`src/rtl/sc_button_debouncer.sv`:
```
// Three-channel push-button conditioner: 2-FF synchroniser, per-channel debounce FSM,
// registered active-low levels and a one-cycle active-low strobe on each accepted press.
module sc_button_debouncer #(
  parameter int DEBOUNCE_CYCLES = 500000,
  parameter int CNT_WIDTH       = 19
) (
  input  logic       SC_BUTTONDEBOUNCER_CLOCK_50,
  input  logic       SC_BUTTONDEBOUNCER_RESET_InHigh,
  input  logic       SC_BUTTONDEBOUNCER_startRaw_InLow,
  input  logic       SC_BUTTONDEBOUNCER_leftRaw_InLow,
  input  logic       SC_BUTTONDEBOUNCER_rightRaw_InLow,
  output logic       SC_BUTTONDEBOUNCER_start_OutLow,
  output logic       SC_BUTTONDEBOUNCER_left_OutLow,
  output logic       SC_BUTTONDEBOUNCER_right_OutLow,
  output logic [2:0] SC_BUTTONDEBOUNCER_pressStrobe_OutLow
);

  typedef enum logic {
    STABLE  = 1'b0,
    PENDING = 1'b1
  } debounceState_t;

  localparam logic [CNT_WIDTH-1:0] CNT_LAST = CNT_WIDTH'(DEBOUNCE_CYCLES - 1);
  localparam logic [CNT_WIDTH-1:0] CNT_ONE  = CNT_WIDTH'(1);

  generate
    if ((DEBOUNCE_CYCLES < 2) || (64'(DEBOUNCE_CYCLES) > (64'd1 << CNT_WIDTH))) begin : gBadParams
      $error("sc_button_debouncer: DEBOUNCE_CYCLES must lie in 2..2**CNT_WIDTH");
    end
  endgenerate

  logic [2:0] rawKeys;
  logic [2:0] levelKeys;
  logic [2:0] strobeKeys;

  assign rawKeys = {SC_BUTTONDEBOUNCER_rightRaw_InLow,
                    SC_BUTTONDEBOUNCER_leftRaw_InLow,
                    SC_BUTTONDEBOUNCER_startRaw_InLow};

  genvar gi;
  generate
    for (gi = 0; gi < 3; gi++) begin : gChannel
      logic                 sync1Reg;
      logic                 sync2Reg;
      logic                 outReg;
      logic                 pressEventReg;
      logic                 strobeReg;
      logic [CNT_WIDTH-1:0] countReg;
      debounceState_t       stateReg;

      always_ff @(posedge SC_BUTTONDEBOUNCER_CLOCK_50) begin
        if (SC_BUTTONDEBOUNCER_RESET_InHigh) begin
          sync1Reg      <= 1'b1;
          sync2Reg      <= 1'b1;
          outReg        <= 1'b1;
          pressEventReg <= 1'b0;
          strobeReg     <= 1'b1;
          countReg      <= '0;
          stateReg      <= STABLE;
        end else begin
          sync1Reg      <= rawKeys[gi];
          sync2Reg      <= sync1Reg;
          pressEventReg <= 1'b0;
          // Strobe trails the level update by one cycle.
          strobeReg     <= ~pressEventReg;
          case (stateReg)
            STABLE: begin
              countReg <= '0;
              if (sync2Reg != outReg) stateReg <= PENDING;
            end
            PENDING: begin
              if (sync2Reg == outReg) begin
                countReg <= '0;
                stateReg <= STABLE;
              end else if (countReg == CNT_LAST) begin
                outReg        <= sync2Reg;
                pressEventReg <= ~sync2Reg;
                countReg      <= '0;
                stateReg      <= STABLE;
              end else begin
                countReg <= countReg + CNT_ONE;
              end
            end
            default: begin
              countReg <= '0;
              stateReg <= STABLE;
            end
          endcase
        end
      end

      assign levelKeys[gi]  = outReg;
      assign strobeKeys[gi] = strobeReg;
    end
  endgenerate

  assign SC_BUTTONDEBOUNCER_start_OutLow       = levelKeys[0];
  assign SC_BUTTONDEBOUNCER_left_OutLow        = levelKeys[1];
  assign SC_BUTTONDEBOUNCER_right_OutLow       = levelKeys[2];
  assign SC_BUTTONDEBOUNCER_pressStrobe_OutLow = strobeKeys;

endmodule

```
`config.mk`:
```
export PLATFORM = sky130hd
export DESIGN_NAME = sc_button_debouncer
export DESIGN_NICKNAME = d
export VERILOG_FILES = /design/src/rtl/sc_button_debouncer.sv
export SDC_FILE = /design/constraint.sdc
export NUM_CORES = 1
export LEC_CHECK = 0
export BUFFER_PORTS_ARGS = -buffer_cell sky130_fd_sc_hd__buf_2
export CAP_MARGIN = 0
export CELL_PAD_IN_SITES_DETAIL_PLACEMENT = 2
export CELL_PAD_IN_SITES_GLOBAL_PLACEMENT = 2
export CORE_ASPECT_RATIO = 1.5
export CORE_MARGIN = 2
export CORE_UTILIZATION = 34
export CTS_CLUSTER_DIAMETER = 100
export CTS_CLUSTER_SIZE = 14
export DETAILED_ROUTE_END_ITERATION = 6
export PLACE_DENSITY = 0.79
export SLEW_MARGIN = 15
export SYNTH_ARGS = -nofsm -noshare
export SYNTH_HDL_FRONTEND = slang
export SYNTH_SLANG_ARGS = --single-unit
```
`constraint.sdc`:
```
create_clock -name SC_BUTTONDEBOUNCER_CLOCK_50 -period 2.13 [get_ports SC_BUTTONDEBOUNCER_CLOCK_50]
set_input_delay 0.5325 -clock SC_BUTTONDEBOUNCER_CLOCK_50 [delete_from_list [all_inputs] [get_ports SC_BUTTONDEBOUNCER_CLOCK_50]]
set_output_delay 0.5325 -clock SC_BUTTONDEBOUNCER_CLOCK_50 [all_outputs]
set_load 0.05 [all_outputs]
```
# [Word-level counts from Yosys, hierarchy flattened]
# Cells that the tools add are included.
[totals] reg_bits=75 output_inout_bits=6
[classes] add_sub_neg=3 n_eq_ne=9 mux=21 bitwise=15 n_reduce_logical=6
[ops] op="$mux 19" n=6
[ops] op="$pmux 19 s2" n=3
[ops] op="$add 19x1->19 const B" n=3
[ops] op="$eq 19x19->1 const B" n=3
[ops] op="$not 1->1" n=15
[ops] op="$reduce_or 4->1" n=3
[ops] op="$mux 1" n=9
[ops] op="$reduce_and 3->1" n=3
[ops] op="$pmux 1 s2" n=3
[ops] op="$eq 1x1->1" n=3
[ops] op="$ne 1x1->1" n=3

# [Logic depth before layout (Yosys ltp)]
# Gate-level depths: netlist of run 1.
[depth] ltp_word=4 ltp_mapped=7

# [Least setup slack after synthesis of run 1]
# OpenSTA, ideal clock, no wires.
[synth_path] kind="register -> register" from="register gChannel[2].countReg[14]" to="register gChannel[2].countReg[11]" setup_ns=0.115 arrival_time_ns=2.055 required_time_ns=2.015 setup_slack_ns=-0.040 path_stages_with_launch=6 n_path_buf=1 synth_period_minus_slack_ns=2.170 path_cell_list="dfxtp_1 -> or4_1 -> or4_4 -> o41ai_4 -> buf_6 -> nor2_1"
[synth_between] elab_chain_len=4
[synth_rtl] element="start, declared" line="48" source="logic [CNT_WIDTH-1:0] countReg;"
[synth_rtl] element="start signal, assigned" line="81" source="countReg <= countReg + CNT_ONE;"
[synth_rtl] element="$eq 19x19->1" line="75" source="end else if (countReg == CNT_LAST) begin"
[synth_rtl] element="$mux 19" line="75"
[synth_rtl] element="$mux 19" line="72" source="if (sync2Reg == outReg) begin"
[synth_rtl] element="$pmux 19 s2" line="66" source="case (stateReg)"
# No other way between the ends.
# A chain may end at the register's enable or synchronous reset.

# [Worst setup path in the final report of run 1]
[layout_path] from="register gChannel[2].countReg[14]" to="register gChannel[2].countReg[12]"
# The elaborated chain is that of the path after synthesis.

==> flow_metrics.py, run 1 <==
metrics = {
    "clock_tree": {
        "cts_tree": "yes",
        "clock_path_buffers": 2,
        "clock_latency_ns": 0.33,
        "htreeDepth": 3,
        "cts_inserted_buffers": 9,
        "clkTransAtPathRegs_ns": 0.06,
        "cts_sinks": 75,
        "cts_root_buf": "clkbuf_16",
    },
    "logic_synthesis": {
        "synth_top_area_share_pct": 46.78,
        "netlist_instances": 362,
        "async_flop_share_pct": 0,
        "synth_cell_types": 33,
        "synthFlopType": "dfxtp_1",
        "syn_avg_cell_area_um2": 8.866,
        "ys_seq_elements": 75,
        "yosysTopAreaCell": "dfxtp_1",
        "yosys_warnings": 0,
        "synth_edf_count": 0,
        "syn_area_um2": 3209,
        "synth_fp_nets": 370,
        "ys_seq_area_share_pct": 46.78,
        "ys_top_cells_by_area": "dfxtp_1, xnor2_1, nor2_1",
    },
    "critical_path": {
        "crit_slowest_cell": "or4_4",
        "cp-end-kind": "flop",
        "worst-endpoint-arrival_ns": 2.26,
        "critPathMaxFanout": 10,
        "slowest_delay_ns": 0.53,
        "path_cells": "or4_1 > or4_4 > o41ai_4 > buf_4 > nor2_1",
        "critPathKind": "reg2reg",
        "timing.critical_path.required_ns": 2.35,
        "crit_path_start_kind": "flop",
    },
    "route": {
        "ant_nets": 0,
        "routedWlPerCell_um": 17.27,
        "drtIter0Drc": 77,
        "wl_met3_um": 132,
        "vias_per_cell": 5.330,
        "drc": 0,
        "wl_mm": 8.741,
        "m1WireLength_mm": 3.422,
        "wl_met2_mm": 5.081,
        "dr_total_vias": 2697,
        "dr.max_layer_used": "met4",
        "first_pass_iters": 4,
    },
    "place": {
        "gp_congestion": 0.7357,
        "post-place-ws_ns": 0.05350,
        "dp_hpwl_mm": 6.138,
        "portBuffers": 10,
    },
    "global_route": {
        "grt_usage_pct": 18.09,
        "grt_max_degree": 18,
        "grt_pass1_wl_mm": 14.66,
        "gr-total-overflow": 0,
        "first_global_vias": 3011,
        "antenna_found_initial": 0,
    },
    "power_and_ir_drop": {
        "leakagePower_nw": 1.166,
        "internal_power_mw": 2.349,
        "power.share.switching_pct": 20.41,
        "seqPwrFrac_pct": 47.9,
        "power_frac_comb_pct": 0.8,
        "peakVddDrop_uv": 412.7,
        "clock_power_share_pct": 51.3,
        "p_sw_mw": 0.6022,
        "p_per_area_nw_per_um2": 777.4,
    },
    "finish": {
        "syn2layout_area_growth_pct": 18.28,
        "n_antenna_cell": 0,
        "n_fill_cell": 1016,
        "drive_gt1_share_pct": 16.50,
        "nets": 397,
    },
    "timing": {
        "final.min_clock_period_ns": 2.040,
        "finClkSkew_ns": 0.006568,
        "hold_ws_ns": 0.3847,
        "setup_tns_ns": 0,
        "worst_slack_ns": 0.08980,
        "slew_headroom_pct": 56.27,
        "slew_violations": 0,
        "clock.fmax_mhz": 490.1,
        "fin_crit_sh_pct": 95.78,
        "worst_pin_slew_ns": 0.6499,
        "rsz0062_at_grt": "false",
        "setup_viol": 0,
        "finalHoldViolations": 0,
    },
    "die": {
        "start_util_pct": 34.88,
        "die_width_um": 83.33,
        "io-pin-count": 11,
        "dieArea_um2": 10250,
        "die_y_um": 123.0,
        "num_rows": 43,
        "core-area_um2": 9200,
    },
    "run": {
        "drv_cap": 0,
    },
    "outcome": {
        "status": "finished clean",
    },
    "min_path": {
        "hold_path.class": "in2reg",
    },
}
metrics by stage:
stage | power [mW] | utilization [%] | cell area (um^2) | std cells
detailed placement | 1.469 | 37.94 | 3491 | 490
global placement | 1.467 | 37.94 | 3491 | 490
floorplan | 1.459 | - | 3209 | 362
CTS | 2.983 | 41.19 | 3790 | 506
global route | 3.043 | 41.26 | 3796 | 506
finish | 2.951 | 41.26 | 3796 | 506
critical path, delay by kind of cell (launching register included):
kind,cells,cell delay (ns)
simple gates,3,1.11
flops,1,0.33
compound gates,1,0.24
buf+inv,1,0.23
synth_stat cells (all sizes together), types with 8 or more instances:
cell    number
xor2        10
or4         11
xnor2       30
inv         18
nor4        12
dfxtp       75
nor2        50
nand2       23
clkbuf       8
nand4       12
buf          8
or2          9
nand3       22
a21oi       14
nor3        12
cells in the final DEF (no fill, tap or decap), types with 2 or more instances in the layout:
cell type / netlist / routed
nand3_1: 22 / 22
o31ai_1: 7 / 7
and4_1: 2 / 2
clkbuf_16: 0 / 9
buf_4: 4 / 21
a21oi_1: 14 / 14
nand2_1: 23 / 23
nor4b_1: 3 / 2
xnor2_1: 30 / 30
or2_2: 9 / 9
or3_1: 5 / 5
a21o_1: 4 / 4
or4_1: 10 / 10
xor2_1: 10 / 10
clkinv_2: 0 / 5
nor3_1: 12 / 11
inv_1: 18 / 18
and3_1: 5 / 5
ha_1: 3 / 3
nor2_1: 50 / 50
a41o_1: 2 / 2
dfxtp_1: 75 / 75
or4b_2: 3 / 3
buf_2: 3 / 10
o21ai_0: 7 / 7
nand4b_1: 3 / 3
nand4_1: 12 / 12
nor4_1: 12 / 12
cells by family after synthesis:
logic type / count (synthesis) / share of synthesized area [%]
xor gates and xnor gates: 40 / 10.92
adders and majority gates: 3 / 1.170
DFF: 75 / 46.78
and+or+nand+nor: 173 / 28.38
buffers and inverters: 34 / 4.795
AOI/OAI and AO/OA: 37 / 7.953
flip-flops by register name, indices dropped and copies added (netlist names):
name                             cells
gChannel.countReg                   57
gChannel.pressEventReg               3
gChannel.sync1Reg                    3
gChannel.strobeReg                   3
gChannel.stateReg                    3
SC_BUTTONDEBOUNCER_left_OutLow       1
SC_BUTTONDEBOUNCER_start_OutLow      1
SC_BUTTONDEBOUNCER_right_OutLow      1
gChannel.sync2Reg                    3
layer usage:
layer	vias up	GRT usage (%)
li1	1315	-
met1	1358	18.17
met2	16	36.69
met3	8	3.004
met4	0	6.865
met5	-	0
power by group through the flow:
stage | clock, mW | combinational, mW | sequential, mW
2_1_floorplan | 0 | 0.0157 | 1.44
3_3_place_gp | 0 | 0.0226 | 1.44
3_5_place_dp | 0 | 0.0244 | 1.44
4_1_cts | 1.55 | 0.0246 | 1.41
5_1_grt | 1.60 | 0.0267 | 1.41
6_report | 1.51 | 0.0237 | 1.41
repair_timing:
action | in CTS | in global routing
hold buffers | 0 | 0
resized for setup | 1 | 1
gates cloned | 0 | 0
buffers inserted | 0 | 0
endpoints found under the hold margin | 0 | 0
setup endpoints to repair | 1 | 20
path summary, 6_finish.rpt:
path	start	to	slack (ns)	cells after the start
max	gChannel[2].countReg[14]$_SDFF_PP0_	gChannel[2].countReg[12]$_SDFF_PP0_	0.09	5
min	SC_BUTTONDEBOUNCER_startRaw_InLow	gChannel[0].sync1Reg$_SDFF_PP1_	0.38	2
max reg2reg	gChannel[2].countReg[14]$_SDFF_PP0_	gChannel[2].countReg[12]$_SDFF_PP0_	0.09	5
min reg2reg	gChannel[1].pressEventReg$_SDFF_PP0_	gChannel[1].strobeReg$_SDFF_PP1_	0.40	1
cell type report:
type | instances | area (um^2) | share of cell area (%)
well taps | 112 | 140.1 | 3.691
clock inverters | 6 | 55.05 | 1.450
clock buffers | 10 | 239.0 | 6.295
flip-flops and latches | 75 | 1501 | 39.55
multi-input cells | 253 | 1565 | 41.23
inverters | 18 | 67.56 | 1.780
repair buffers | 32 | 227.7 | 5.999
(Power assumes the default switching activity.)
==> run 2, diff against run 1 <==
--- a/config.mk
+++ b/config.mk
@@ -15,7 +15,9 @@
 export CTS_CLUSTER_DIAMETER = 100
 export CTS_CLUSTER_SIZE = 14
 export DETAILED_ROUTE_END_ITERATION = 6
+export GPL_TIMING_DRIVEN = 0
 export PLACE_DENSITY = 0.79
+export RECOVER_POWER = 100
 export SLEW_MARGIN = 15
 export SYNTH_ARGS = -nofsm -noshare
 export SYNTH_HDL_FRONTEND = slang
==> run 2 against run 1 <==
  * Final area is 4.6% higher
  * Sequential power about the same
  * Critical path depth up 1
  * Largest cell class unchanged
==> flow_metrics.py, run 2 (synthesis gave the netlist of run 1 again) <==
metrics = {
    "outcome": {
        "status": "finished clean",
    },
    "critical_path": {
        "cp-end-kind": "flop",
        "worst-endpoint-arrival_ns": 2.34,
        "critPathMaxFanout": 5,
        "r2r_cells": 6,
        "startpoint": "gChannel[2].countReg[10]$_SDFF_PP0_",
        "crit_path_start_kind": "flop",
        "regToRegSetupSlack_ns": 0.02,
        "timing.critical_path.required_ns": 2.35,
        "critPathKind": "reg2reg",
        "r2r_start": "gChannel[2].countReg[10]$_SDFF_PP0_",
        "endpoint": "gChannel[2].countReg[12]$_SDFF_PP0_",
        "reg2reg_to": "gChannel[2].countReg[12]$_SDFF_PP0_",
    },
    "finish": {
        "drive_gt1_share_pct": 18.43,
        "layout_common_cells": "dfxtp_1, nor2_1, xnor2_1",
        "n_antenna_cell": 0,
        "regMostFlops": "gChannel.countReg",
        "fin_util_pct": 43.17,
        "syn2layout_area_growth_pct": 23.74,
        "stdcell_area_um2": 3971,
        "largest_reg_flops": 57,
        "nets": 399,
        "final_common_cell": "dfxtp_1",
    },
    "timing": {
        "worst_pin_slew_ns": 0.5737,
        "setup_tns_ns": 0,
        "slew_headroom_pct": 61.40,
        "final.min_clock_period_ns": 2.112,
        "fin_crit_sh_pct": 99.16,
        "slew_violations": 0,
        "finalHoldViolations": 0,
        "finClkSkew_ns": 0.006981,
        "clock.fmax_mhz": 473.5,
        "rsz0062_at_grt": "true",
        "setup_viol": 0,
    },
    "global_route": {
        "grt_usage_pct": 18.70,
        "grt_max_degree": 13,
        "gr-total-overflow": 0,
        "antenna_found_initial": 0,
        "grt_pass1_wl_mm": 15.10,
        "first_global_vias": 2977,
    },
    "die": {
        "io-pin-count": 11,
        "start_util_pct": 34.88,
        "core-area_um2": 9200,
        "die_y_um": 123.0,
        "dieArea_um2": 10250,
        "die_width_um": 83.33,
        "num_rows": 43,
    },
    "clock_tree": {
        "clock_path_buffers": 2,
        "htreeDepth": 3,
        "clkTransAtPathRegs_ns": 0.06,
        "cts_inserted_buffers": 9,
        "cts_tree": "yes",
        "cts_sinks": 75,
        "cts_hold_buffers": 0,
        "cts_root_buf": "clkbuf_16",
        "clock_latency_ns": 0.34,
    },
    "route": {
        "drc": 0,
        "dr_total_vias": 2727,
        "vias_per_cell": 5.368,
        "wl_mm": 9.507,
        "routedWlPerCell_um": 18.71,
        "first_pass_iters": 4,
        "ant_nets": 0,
        "drtIter0Drc": 71,
    },
    "place": {
        "gp_congestion": 0.8023,
        "portBuffers": 10,
        "dp_hpwl_mm": 5.673,
        "place_area_um2": 3400,
    },
    "power_and_ir_drop": {
        "leakagePower_nw": 1.174,
        "peakVddDrop_uv": 506.9,
        "p_per_area_nw_per_um2": 804.8,
    },
    "min_path": {
        "hold_path.class": "in2reg",
    },
    "run": {
        "drv_cap": 0,
    },
}
## run 2: per-layer routing
metal	part of all wire [%]	up-vias	GRT usage, %
met2	55	32	34.98
met3	2.4	12	4.139
met4	1.7	0	6.557
met5	0	-	0
li1	-	1324	-
met1	41	1359	20.82
## run 2: report_power, final
group	internal [mW]	switching [mW]
sequential	1.41	0.00452
combinational	0.0123	0.0137
clock	1.15	0.602
## run 2: timing repair
item,CTS,global route
gates resized for setup,14,23
gates cloned,0,1
buffers inserted,5,5
pin swaps,3,8
endpoints found under the setup margin,51,45
## run 2: area by class of cell
| class | instances | area [um^2] |
|---|---|---|
| flip-flops and latches | 75 | 1509 |
| plain buffers | 13 | 95.09 |
| clock buffers | 13 | 280.3 |
| well taps | 112 | 140.1 |
| inverters | 18 | 67.56 |
| clock inverters | 3 | 67.56 |
| repair buffers | 21 | 153.9 |
| multi-input cells | 253 | 1658 |
| fillers | 1000 | 5229 |
## run 2: worst min path at each step
stage | from | to | slack [ns] | cells after the start
2_1_floorplan | gChannel[0].pressEventReg$_SDFF_PP0_ | gChannel[0].strobeReg$_SDFF_PP1_ | 0.35 | 1
3_3_place_gp | gChannel[1].pressEventReg$_SDFF_PP0_ | gChannel[1].strobeReg$_SDFF_PP1_ | 0.37 | 1
3_5_place_dp | gChannel[1].pressEventReg$_SDFF_PP0_ | gChannel[1].strobeReg$_SDFF_PP1_ | 0.38 | 1
4_1_cts | SC_BUTTONDEBOUNCER_leftRaw_InLow | gChannel[1].sync1Reg$_SDFF_PP1_ | 0.37 | 2
5_1_grt | SC_BUTTONDEBOUNCER_leftRaw_InLow | gChannel[1].sync1Reg$_SDFF_PP1_ | 0.37 | 2
6_report | SC_BUTTONDEBOUNCER_rightRaw_InLow | gChannel[2].sync1Reg$_SDFF_PP1_ | 0.38 | 2
## run 2: metrics by stage
| stage | hold slack, ns | worst slack (ns) | power (mW) | cells |
|---|---|---|---|---|
| CTS | 0.3742 | -0.02744 | 3.218 | 504 |
| global placement | 0.3676 | -0.3043 | 1.467 | 484 |
| global route | 0.3700 | -0.04078 | 3.304 | 508 |
| finish | 0.3762 | 0.01794 | 3.196 | 508 |
| floorplan | 0.3517 | 0.03653 | 1.459 | 362 |
| detailed placement | 0.3788 | -0.3013 | 1.469 | 484 |
## run 2: worst max-delay path, stage by stage, from the launching register on
cell and delay (ns):
dfxtp_1 0.36, or4_4 0.49, or4_4 0.54, o41ai_4 0.23, buf_6 0.19, clkbuf_16 0.15, nor2_1 0.04
